===== src/rtl/necpu_pkg.sv =====
// Shared definitions for the NECPU fetch path: default widths, the fetch
// FSM state encoding and the {pc, inst} entry handed to decode.
package necpu_pkg;

  localparam int ADDR_W = 32;
  localparam int INST_W = 32;

  typedef enum logic [1:0] {
    ST_IDLE = 2'd0,
    ST_RUN  = 2'd1,
    ST_HALT = 2'd2
  } fetch_state_t;

  typedef struct packed {
    logic [ADDR_W-1:0] pc;
    logic [INST_W-1:0] inst;
  } fetch_entry_t;

endpackage


===== src/rtl/fetch_skid_buf.sv =====
// Two-entry in-order buffer between instruction fetch and decode.
// The head register drives decode directly, so its contents stay put while
// the consumer stalls and after the buffer drains or is flushed.
module fetch_skid_buf #(
  parameter int DATA_W = 64
) (
  input  logic              clk,
  input  logic              rst,
  input  logic              i_push,
  input  logic              i_pop,
  input  logic              i_flush,
  input  logic [DATA_W-1:0] i_data,
  output logic [1:0]        o_count,
  output logic              o_valid,
  output logic [DATA_W-1:0] o_head
);

  logic [DATA_W-1:0] r_head;
  logic [DATA_W-1:0] r_tail;
  logic              r_head_vld;
  logic              r_tail_vld;
  logic              w_pop;

  // A pop only means something when the head actually holds an entry.
  assign w_pop = i_pop & r_head_vld;

  // Slot management: head refills from tail first, then from the incoming word.
  always_ff @(posedge clk or posedge rst) begin
    if (rst) begin
      // NOTE: the data slots are reset too because the head is visible on
      // the output port and must read as zero straight out of reset.
      r_head     <= '0;
      r_tail     <= '0;
      r_head_vld <= 1'b0;
      r_tail_vld <= 1'b0;
    end else if (i_flush) begin
      // Data is kept so the outputs hold their last value; only validity drops.
      r_head_vld <= 1'b0;
      r_tail_vld <= 1'b0;
    end else if (!r_head_vld || w_pop) begin
      // NOTE: non-blocking assignments let head take the old tail value while
      // tail captures the new word in the same edge.
      if (r_tail_vld) begin
        r_head     <= r_tail;
        r_head_vld <= 1'b1;
        if (i_push) begin
          r_tail <= i_data;
        end else begin
          r_tail_vld <= 1'b0;
        end
      end else if (i_push) begin
        r_head     <= i_data;
        r_head_vld <= 1'b1;
      end else begin
        r_head_vld <= 1'b0;
      end
    end else if (i_push) begin
      r_tail     <= i_data;
      r_tail_vld <= 1'b1;
    end
  end

  assign o_count = {1'b0, r_head_vld} + {1'b0, r_tail_vld};
  assign o_valid = r_head_vld;
  assign o_head  = r_head;

endmodule


===== src/rtl/inst_fetch_unit.sv =====
// Fetch-side initiator for NECPU instruction memory: owns the PC and the
// IDLE/RUN/HALT control, reads instMem combinationally at the PC and queues
// {pc, inst} pairs for decode. A redirect flushes the queue and reloads the PC.
module inst_fetch_unit #(
  parameter int                ADDR_W   = necpu_pkg::ADDR_W,
  parameter int                INST_W   = necpu_pkg::INST_W,
  parameter logic [ADDR_W-1:0] RESET_PC = '0
) (
  input  logic              clk,
  input  logic              rst,
  input  logic              start,
  input  logic              halt_req,
  input  logic              redirect_valid,
  input  logic [ADDR_W-1:0] redirect_pc,
  output logic [ADDR_W-1:0] imem_addr,
  input  logic [INST_W-1:0] imem_inst,
  output logic              out_valid,
  input  logic              out_ready,
  output logic [INST_W-1:0] out_inst,
  output logic [ADDR_W-1:0] out_pc,
  output logic              busy
);

  import necpu_pkg::*;

  localparam int ENTRY_W = ADDR_W + INST_W;

  fetch_state_t       r_state;
  logic [ADDR_W-1:0]  r_pc;
  logic [1:0]         w_count;
  logic               w_buf_valid;
  logic [ENTRY_W-1:0] w_head;
  logic               w_can_accept;
  logic               w_push;

  // A full buffer can still take a word when decode drains one this cycle.
  assign w_can_accept = (w_count != 2'd2) | (w_buf_valid & out_ready);
  // A redirect cycle never pushes: the word at the old PC is on the wrong path.
  assign w_push       = (r_state == ST_RUN) & ~redirect_valid & w_can_accept;

  // Run control: halt_req beats start; a redirect outside RUN leaves the state alone.
  always_ff @(posedge clk or posedge rst) begin
    if (rst) begin
      r_state <= ST_IDLE;
    end else begin
      case (r_state)
        ST_IDLE, ST_HALT: begin
          if (!redirect_valid && start && !halt_req) begin
            r_state <= ST_RUN;
          end
        end
        ST_RUN: begin
          if (halt_req) begin
            r_state <= ST_HALT;
          end
        end
        default: r_state <= ST_IDLE;
      endcase
    end
  end

  // Program counter: redirect load has priority over the sequential step.
  always_ff @(posedge clk or posedge rst) begin
    if (rst) begin
      r_pc <= RESET_PC;
    end else if (redirect_valid) begin
      r_pc <= redirect_pc;
    end else if (w_push) begin
      r_pc <= r_pc + ADDR_W'(1);
    end
  end

  fetch_skid_buf #(
    .DATA_W (ENTRY_W)
  ) u_skid (
    .clk     (clk),
    .rst     (rst),
    .i_push  (w_push),
    .i_pop   (out_ready),
    .i_flush (redirect_valid),
    .i_data  ({r_pc, imem_inst}),
    .o_count (w_count),
    .o_valid (w_buf_valid),
    .o_head  (w_head)
  );

  assign imem_addr = r_pc;
  assign out_valid = w_buf_valid;
  assign out_pc    = w_head[ENTRY_W-1 -: ADDR_W];
  assign out_inst  = w_head[INST_W-1:0];
  assign busy      = (r_state == ST_RUN);

endmodule


===== config.mk =====
export PLATFORM = sky130hd
export DESIGN_NAME = inst_fetch_unit
export DESIGN_NICKNAME = d
export VERILOG_FILES = /design/src/rtl/necpu_pkg.sv /design/src/rtl/fetch_skid_buf.sv /design/src/rtl/inst_fetch_unit.sv
export SDC_FILE = /design/constraint.sdc
export NUM_CORES = 1
export LEC_CHECK = 0
export CAP_MARGIN = 20
export CELL_PAD_IN_SITES_DETAIL_PLACEMENT = 0
export CELL_PAD_IN_SITES_GLOBAL_PLACEMENT = 1
export CORE_MARGIN = 4
export CORE_UTILIZATION = 43
export CTS_CLUSTER_DIAMETER = 50
export DETAILED_ROUTE_END_ITERATION = 12
export PLACE_DENSITY_LB_ADDON = 0.1
export SLEW_MARGIN = 0
export SYNTH_ARGS = -nofsm -noshare
export SYNTH_HDL_FRONTEND = slang
export SYNTH_SLANG_ARGS = --single-unit

===== constraint.sdc =====
create_clock -name clk -period 12.2 [get_ports clk]
set_clock_uncertainty 0.1 [all_clocks]
set_input_delay 1.22 -clock clk [delete_from_list [all_inputs] [get_ports clk]]
set_output_delay 1.22 -clock clk [all_outputs]
set_load 0.005 [all_outputs]

-- Word-level counts from Yosys, hierarchy flattened
Index checks and enable logic that the tools add are counted.
- bits in registers: 164
- input port bits: 70
- output and inout bits: 98
- logic and storage cells: 52
- add/subtract/negate cells: 2
- equal/unequal tests: 6
- multiplexer cells: 18
- bitwise logic cells: 5
- reductions and logical operators: 15
- operators with widths (cell ; number):
    64-bit two-way mux ; 5
    32-bit two-way mux ; 2
    32-bit by 1-bit adder with 32-bit output, second input constant ; 1
    1-bit two-way mux ; 8
    2-bit != test, second input constant ; 3
    2-bit nonzero test ; 3
    2-bit two-way mux ; 2
    2-bit case mux with 2 select lines ; 1
    2-bit AND reduction ; 2
    1-bit bitwise AND ; 3
    1-bit logical NOT ; 3
    3-bit AND reduction ; 1
    3-bit nonzero test ; 1
    1-bit by 1-bit adder with 2-bit output ; 1
    2-bit by 1-bit equality test with 1-bit output, second input constant ; 1
    2-bit equality test, second input constant ; 1
    1-bit logical AND ; 2
    2-bit logical NOT ; 1
    2-bit by 1-bit != test with 1-bit output, second input constant ; 1
    2-bit OR reduction ; 1
    1-bit logical OR ; 1
    1-bit inverter ; 1
    1-bit OR ; 1

-- Depth between registers and ports, before layout
- depth after elaboration: 8
- depth in mapped cells: 8
- mapped depth without buffers: 5

-- Hierarchy
Synthesis repeated with hierarchy kept, for this count alone.
- cells, all modules: 574
- area total of the unflattened synthesis: 7582.3 um2
- by module, submodules not included (module ; instances ; cells an instance ; area each (um2) ; seq. area each (um2)):
    fetch_skid_buf ; 1 ; 354 ; 5654.2 ; 3253.1
    inst_fetch_unit ; 1 ; 220 ; 1928.1 ; 850.8

-- Least setup slack after synthesis
Ideal clock, no wire load.
- path kind: input to register
- start: in out_ready
- end: reg u_skid.r_tail[27]
- setup time: 125 ps
- arrival: 2533 ps
- data required time: 11975 ps
- slack: 9442 ps
- cell stages on the path: 5
- buffers on the path: 1
- cell sequence: and2b_1 -> xnor2_1 -> nor3_4 -> buf_6 -> mux2_2
- word-level cells in the longest chain between the ends: 6
- elaborated cells on any way between the ends: 9
- classes of those cells: eq/ne: 1; mux: 3; bitwise: 3; reduce/logical: 2
- RTL lines (what ; RTL line ; RTL):
    start, declared ; inst_fetch_unit.sv:18 ; input logic out_ready,
    1-bit bitwise AND (*) ; fetch_skid_buf.sv:25, inst_fetch_unit.sv:37 ;
    1-bit OR ; inst_fetch_unit.sv:37 ; assign w_can_accept = (w_count != 2'd2) | (w_buf_valid & out_ready);
    1-bit bitwise AND ; inst_fetch_unit.sv:39 ; assign w_push = (r_state == ST_RUN) & ~redirect_valid & w_can_accept;
    64-bit two-way mux (2 in series) ; n/a ;
    64-bit two-way mux ; fetch_skid_buf.sv:40 ; end else if (!r_head_vld || w_pop) begin
    end signal, assigned ; fetch_skid_buf.sv:47 ; r_tail <= i_data;
    end signal, assigned ; fetch_skid_buf.sv:58 ; r_tail <= i_data;
    end, declared ; fetch_skid_buf.sv:19 ; logic [DATA_W-1:0] r_tail;
Every way passes the cells marked *; elsewhere a longest branch is shown, timed or not. The select of a mux whose other input is x is not followed.
A chain may end at the register's enable or synchronous reset.

-- Worst setup path after layout
- start: in out_ready
- end: reg r_pc[26], in the netlist imem_addr[26]
- word-level cells in the longest chain between the ends: 4
- RTL lines (what ; RTL line ; RTL):
    1-bit bitwise AND ; inst_fetch_unit.sv:37 ;
    1-bit OR ; inst_fetch_unit.sv:37 ;
    1-bit bitwise AND ; inst_fetch_unit.sv:39 ;
    2-bit nonzero test (no source line) ; n/a ;
    end signal, assigned ; inst_fetch_unit.sv:67 ; r_pc <= redirect_pc;
    end signal, assigned ; inst_fetch_unit.sv:69 ; r_pc <= r_pc + ADDR_W'(1);
    end, declared ; inst_fetch_unit.sv:29 ; logic [ADDR_W-1:0] r_pc;
Every way passes these cells.

==> impl_metrics.ini <==
[synth]
synth-edff-count = 0
ys.flop_type = sky130_fd_sc_hd__dfrtp_1
yosys_register_bits = 164
synthDistinctLibCells = 44
synth_sequential_area_ratio_pct = 53.9
synth_top_family_by_area = multiplexers
synth-compound-area-share_pct = 9.55
synthCells = 690
synthesized_area_fraction_occupied_by_and_or_nand_nor_cells_pct = 13.9
synthMuxAreaShare_pct = 18.0
synth_area_um2 = 7610
synth_async_sr_flop_share_pct = 100
ys.warnings.count = 0
post_synth_fa_ha_maj_area_fraction_pct = 0.164
synth_area_per_cell_um2 = 11.0
yosys.area_share.xor_xnor_pct = 0.691
mappedNetlistNets = 761

[layout]
fin_nets = 903
areaGrowthSynthToFinish_pct = 31.3
register_area_um2 = 4110
multiInputGateArea_um2 = 3230
final_layout_size_suffix_gt1_share_pct = 12.7
num_antenna_cells = 0
layout.filler_cells = 1488
final_cell_area_excluding_filler_cells_um2 = 9990

[status]
status = finished, final reports clean

[timing]
rsz_0062_raised_after_global_routing = false
fin_setup_tns_ns = 0
setup_violations = 0
finalMaxSlewViolations = 0
worst-slew-pin-transition_ns = 0.937
max-slew-margin-rel_pct = 37.4
min_period_ns = 3.38
post-route-period-util_pct = 27.7
final_hold_violation_count = 0
finalHoldWorstSlack_ns = 0.376
final.setup.worst_slack_ns = 8.82
max_freq_ghz = 0.296

[global_routing]
global_route_wire_length_before_repair_mm = 30.5
grt_pass1_vias = 5815
track_usage_pct = 19.0
grt_antenna_before_repair = 0
gr-total-overflow = 0
grt_max_degree = 129

[drt]
drcViolationCount = 0
wire_per_inst_um = 17.5
wirelength_mm = 18.7
dr.first_iter.drc_count = 364
route.detailed.vias_per_inst = 5.47
dr.pass1.iters = 5
count_of_vias_placed_by_the_detailed_router = 5857
detail-route-antenna-nets = 0

[clocking]
ctsResizeCount = 0
clock-sinks = 164
post_cts_buffers = 0
insertion_delay_ns = 0.42
inserted_clock_buffers = 17
clkTransAtPathRegs_ns = 0.06
cts_htree_levels = 4
cts_hold_buffers = 0
cts_tree = yes
root_buffer = sky130_fd_sc_hd__clkbuf_16
clk_path_buf_depth = 2

[worst_setup_path]
setup.worst_path.start_class = input pin
worst-r2r-setup-slack_ns = 9.22
end_kind = register
rr_startpoint = r_state[1]
worstSetupEndpoint = imem_addr[26]
worstSetupPathDepth = 5
timing.critical_path.slowest_cell_delay_ns = 0.77
crit_arrival_ns = 3.61
critPathLaunch = out_ready
timing.critical_path.cells = clkdlybuf4s50_1 > nand3b_2 > nand4_1 > or4_1 > a31oi_1
critical_path.max_fanout = 24
timing.critical_path.max_delay_family = simple AND/OR/NAND/NOR gates
critPathRequiredTime_ns = 12.43
critical_path_class = in -> reg
crit_path_top_delay_cell = sky130_fd_sc_hd__nand4_1
timing.rr.end = imem_addr[26]
critical_path_buf_inv_count = 1
worstRegToRegCells = 5

[die]
dieHeight_um = 141
io_pins = 168
placementRows = 48
core_area_um2 = 17300
initial_core_util_pct = 44.0
die_area_um2 = 19900
die_width_um = 141

[job]
cap_viol_max_count = 0

[power]
worst_ir_drop_vdd_mv = 0.102
cellLeakagePower_nw = 4.18
totalPowerFinal_mw = 1.68
power_density_nw_per_um2 = 168

[placement]
pre_cts_ws_ns = 8.43
gp_routability_congestion = 0.825
place.port_buffers = 167
placement_stage_cell_area_um2 = 9350
dp_hpwl_mm = 12.4

[hold_path]
min_path_type = reg -> reg
timing.hold.worst_path_depth = 2
area by class of cell:
type	count	share of cell area, %
Clock buffer	20	4.47
Timing Repair Buffer	174	17.9
Tap cell	225	2.82
Multi-Input combinational cell	469	32.4
Sequential cell	164	41.1
Clock inverter	12	1.09
Inverter	6	0.276
metal layers:
layer	track usage (%)	routed length [µm]	part of all wire (%)
met3	3.46	990	5.3
met1	27.9	9100	49
met2	28.8	8440	45
met5	0	0	0
met4	5.61	214	1.1
Yosys cell counts, types with 3 or more instances:
cell	instances	area share, %
sky130_fd_sc_hd__dfrtp_1	164	54
sky130_fd_sc_hd__nand2_1	87	4.3
sky130_fd_sc_hd__o21ai_0	81	5.3
sky130_fd_sc_hd__mux2i_1	65	8.6
sky130_fd_sc_hd__mux2_2	60	8.9
sky130_fd_sc_hd__clkbuf_1	27	1.3
sky130_fd_sc_hd__nand3_1	24	1.6
sky130_fd_sc_hd__nand4_1	18	1.5
sky130_fd_sc_hd__nor2_1	18	0.89
sky130_fd_sc_hd__o31ai_1	16	1.6
sky130_fd_sc_hd__a31oi_1	13	1.1
sky130_fd_sc_hd__buf_2	13	0.86
sky130_fd_sc_hd__or4_1	10	0.99
sky130_fd_sc_hd__nor2b_1	9	0.74
sky130_fd_sc_hd__a22oi_1	7	0.69
sky130_fd_sc_hd__or3_1	7	0.58
sky130_fd_sc_hd__and3_1	6	0.49
sky130_fd_sc_hd__buf_6	6	0.89
sky130_fd_sc_hd__inv_1	6	0.30
sky130_fd_sc_hd__and4_1	5	0.58
sky130_fd_sc_hd__xor2_1	5	0.58
sky130_fd_sc_hd__mux2_1	4	0.59
sky130_fd_sc_hd__nor3_1	4	0.26
sky130_fd_sc_hd__and2_1	3	0.25
sky130_fd_sc_hd__buf_1	3	0.15
sky130_fd_sc_hd__nor4_1	3	0.25
sky130_fd_sc_hd__o211ai_1	3	0.30
worst min path at each step:
| stage | start | end | slack [ns] |
|---|---|---|---|
| finish | u_skid.o_head[42] | u_skid.o_head[42] | 0.38 |
| detailed placement | u_skid.o_head[39] | u_skid.o_head[39] | 0.37 |
| floorplan | r_state[0] | r_state[1] | 0.35 |
| CTS | u_skid.o_head[39] | u_skid.o_head[39] | 0.38 |
| global route | u_skid.o_head[39] | u_skid.o_head[39] | 0.41 |
| global placement | u_skid.o_head[7] | u_skid.o_head[7] | 0.36 |
placed cells by master (no fill, tap or decap), types with 9 or more instances in the layout:
master | netlist | layout
sky130_fd_sc_hd__a31oi_1 | 13 | 13
sky130_fd_sc_hd__o31ai_1 | 16 | 16
sky130_fd_sc_hd__nand4_1 | 18 | 18
sky130_fd_sc_hd__dfrtp_1 | 164 | 163
sky130_fd_sc_hd__o21ai_0 | 81 | 81
sky130_fd_sc_hd__nand3_1 | 24 | 24
sky130_fd_sc_hd__or4_1 | 10 | 10
sky130_fd_sc_hd__nor2b_1 | 9 | 9
sky130_fd_sc_hd__clkdlybuf4s50_1 | 0 | 167
sky130_fd_sc_hd__nor2_1 | 18 | 18
sky130_fd_sc_hd__clkbuf_16 | 0 | 17
sky130_fd_sc_hd__nand2_1 | 87 | 87
sky130_fd_sc_hd__mux2i_1 | 65 | 65
sky130_fd_sc_hd__mux2_2 | 60 | 60
cell families (layout without fill, tap and decap cells):
family,after synthesis,after routing
adder cells (fa/ha/maj),1,1
AO/OA/AOI/OAI,126,126
buffers and inverters,57,212
flip-flops,164,164
XOR/XNOR,6,6
AND/OR/NAND/NOR,207,207
multiplexers,129,129
tightest hold or removal path: stages (launching register included):
cell                      delay [ns]
sky130_fd_sc_hd__dfrtp_1        0.34
sky130_fd_sc_hd__nand2_1        0.04
sky130_fd_sc_hd__o21ai_0        0.06
per-stage QoR:
stage,utilization (%),cells
4_1_cts,57.3,1067
3_5_place_dp,54.1,1035
2_1_floorplan,-,690
5_1_grt,57.8,1070
6_report,57.8,1070
3_3_place_gp,54.1,1035
state kept, by name, summed over array words and instances (netlist names):
name               flops
imem_addr             32
r_state                2
u_skid.o_head         64
u_skid.o_valid         1
u_skid.r_tail         64
u_skid.r_tail_vld      1
where the power goes:
part,internal (mW),switching (mW),total (mW)
Combinational,0.260,0.155,0.415
Clock,0.286,0.215,0.501
Sequential,0.672,0.0887,0.761
(Power assumes the default switching activity.)
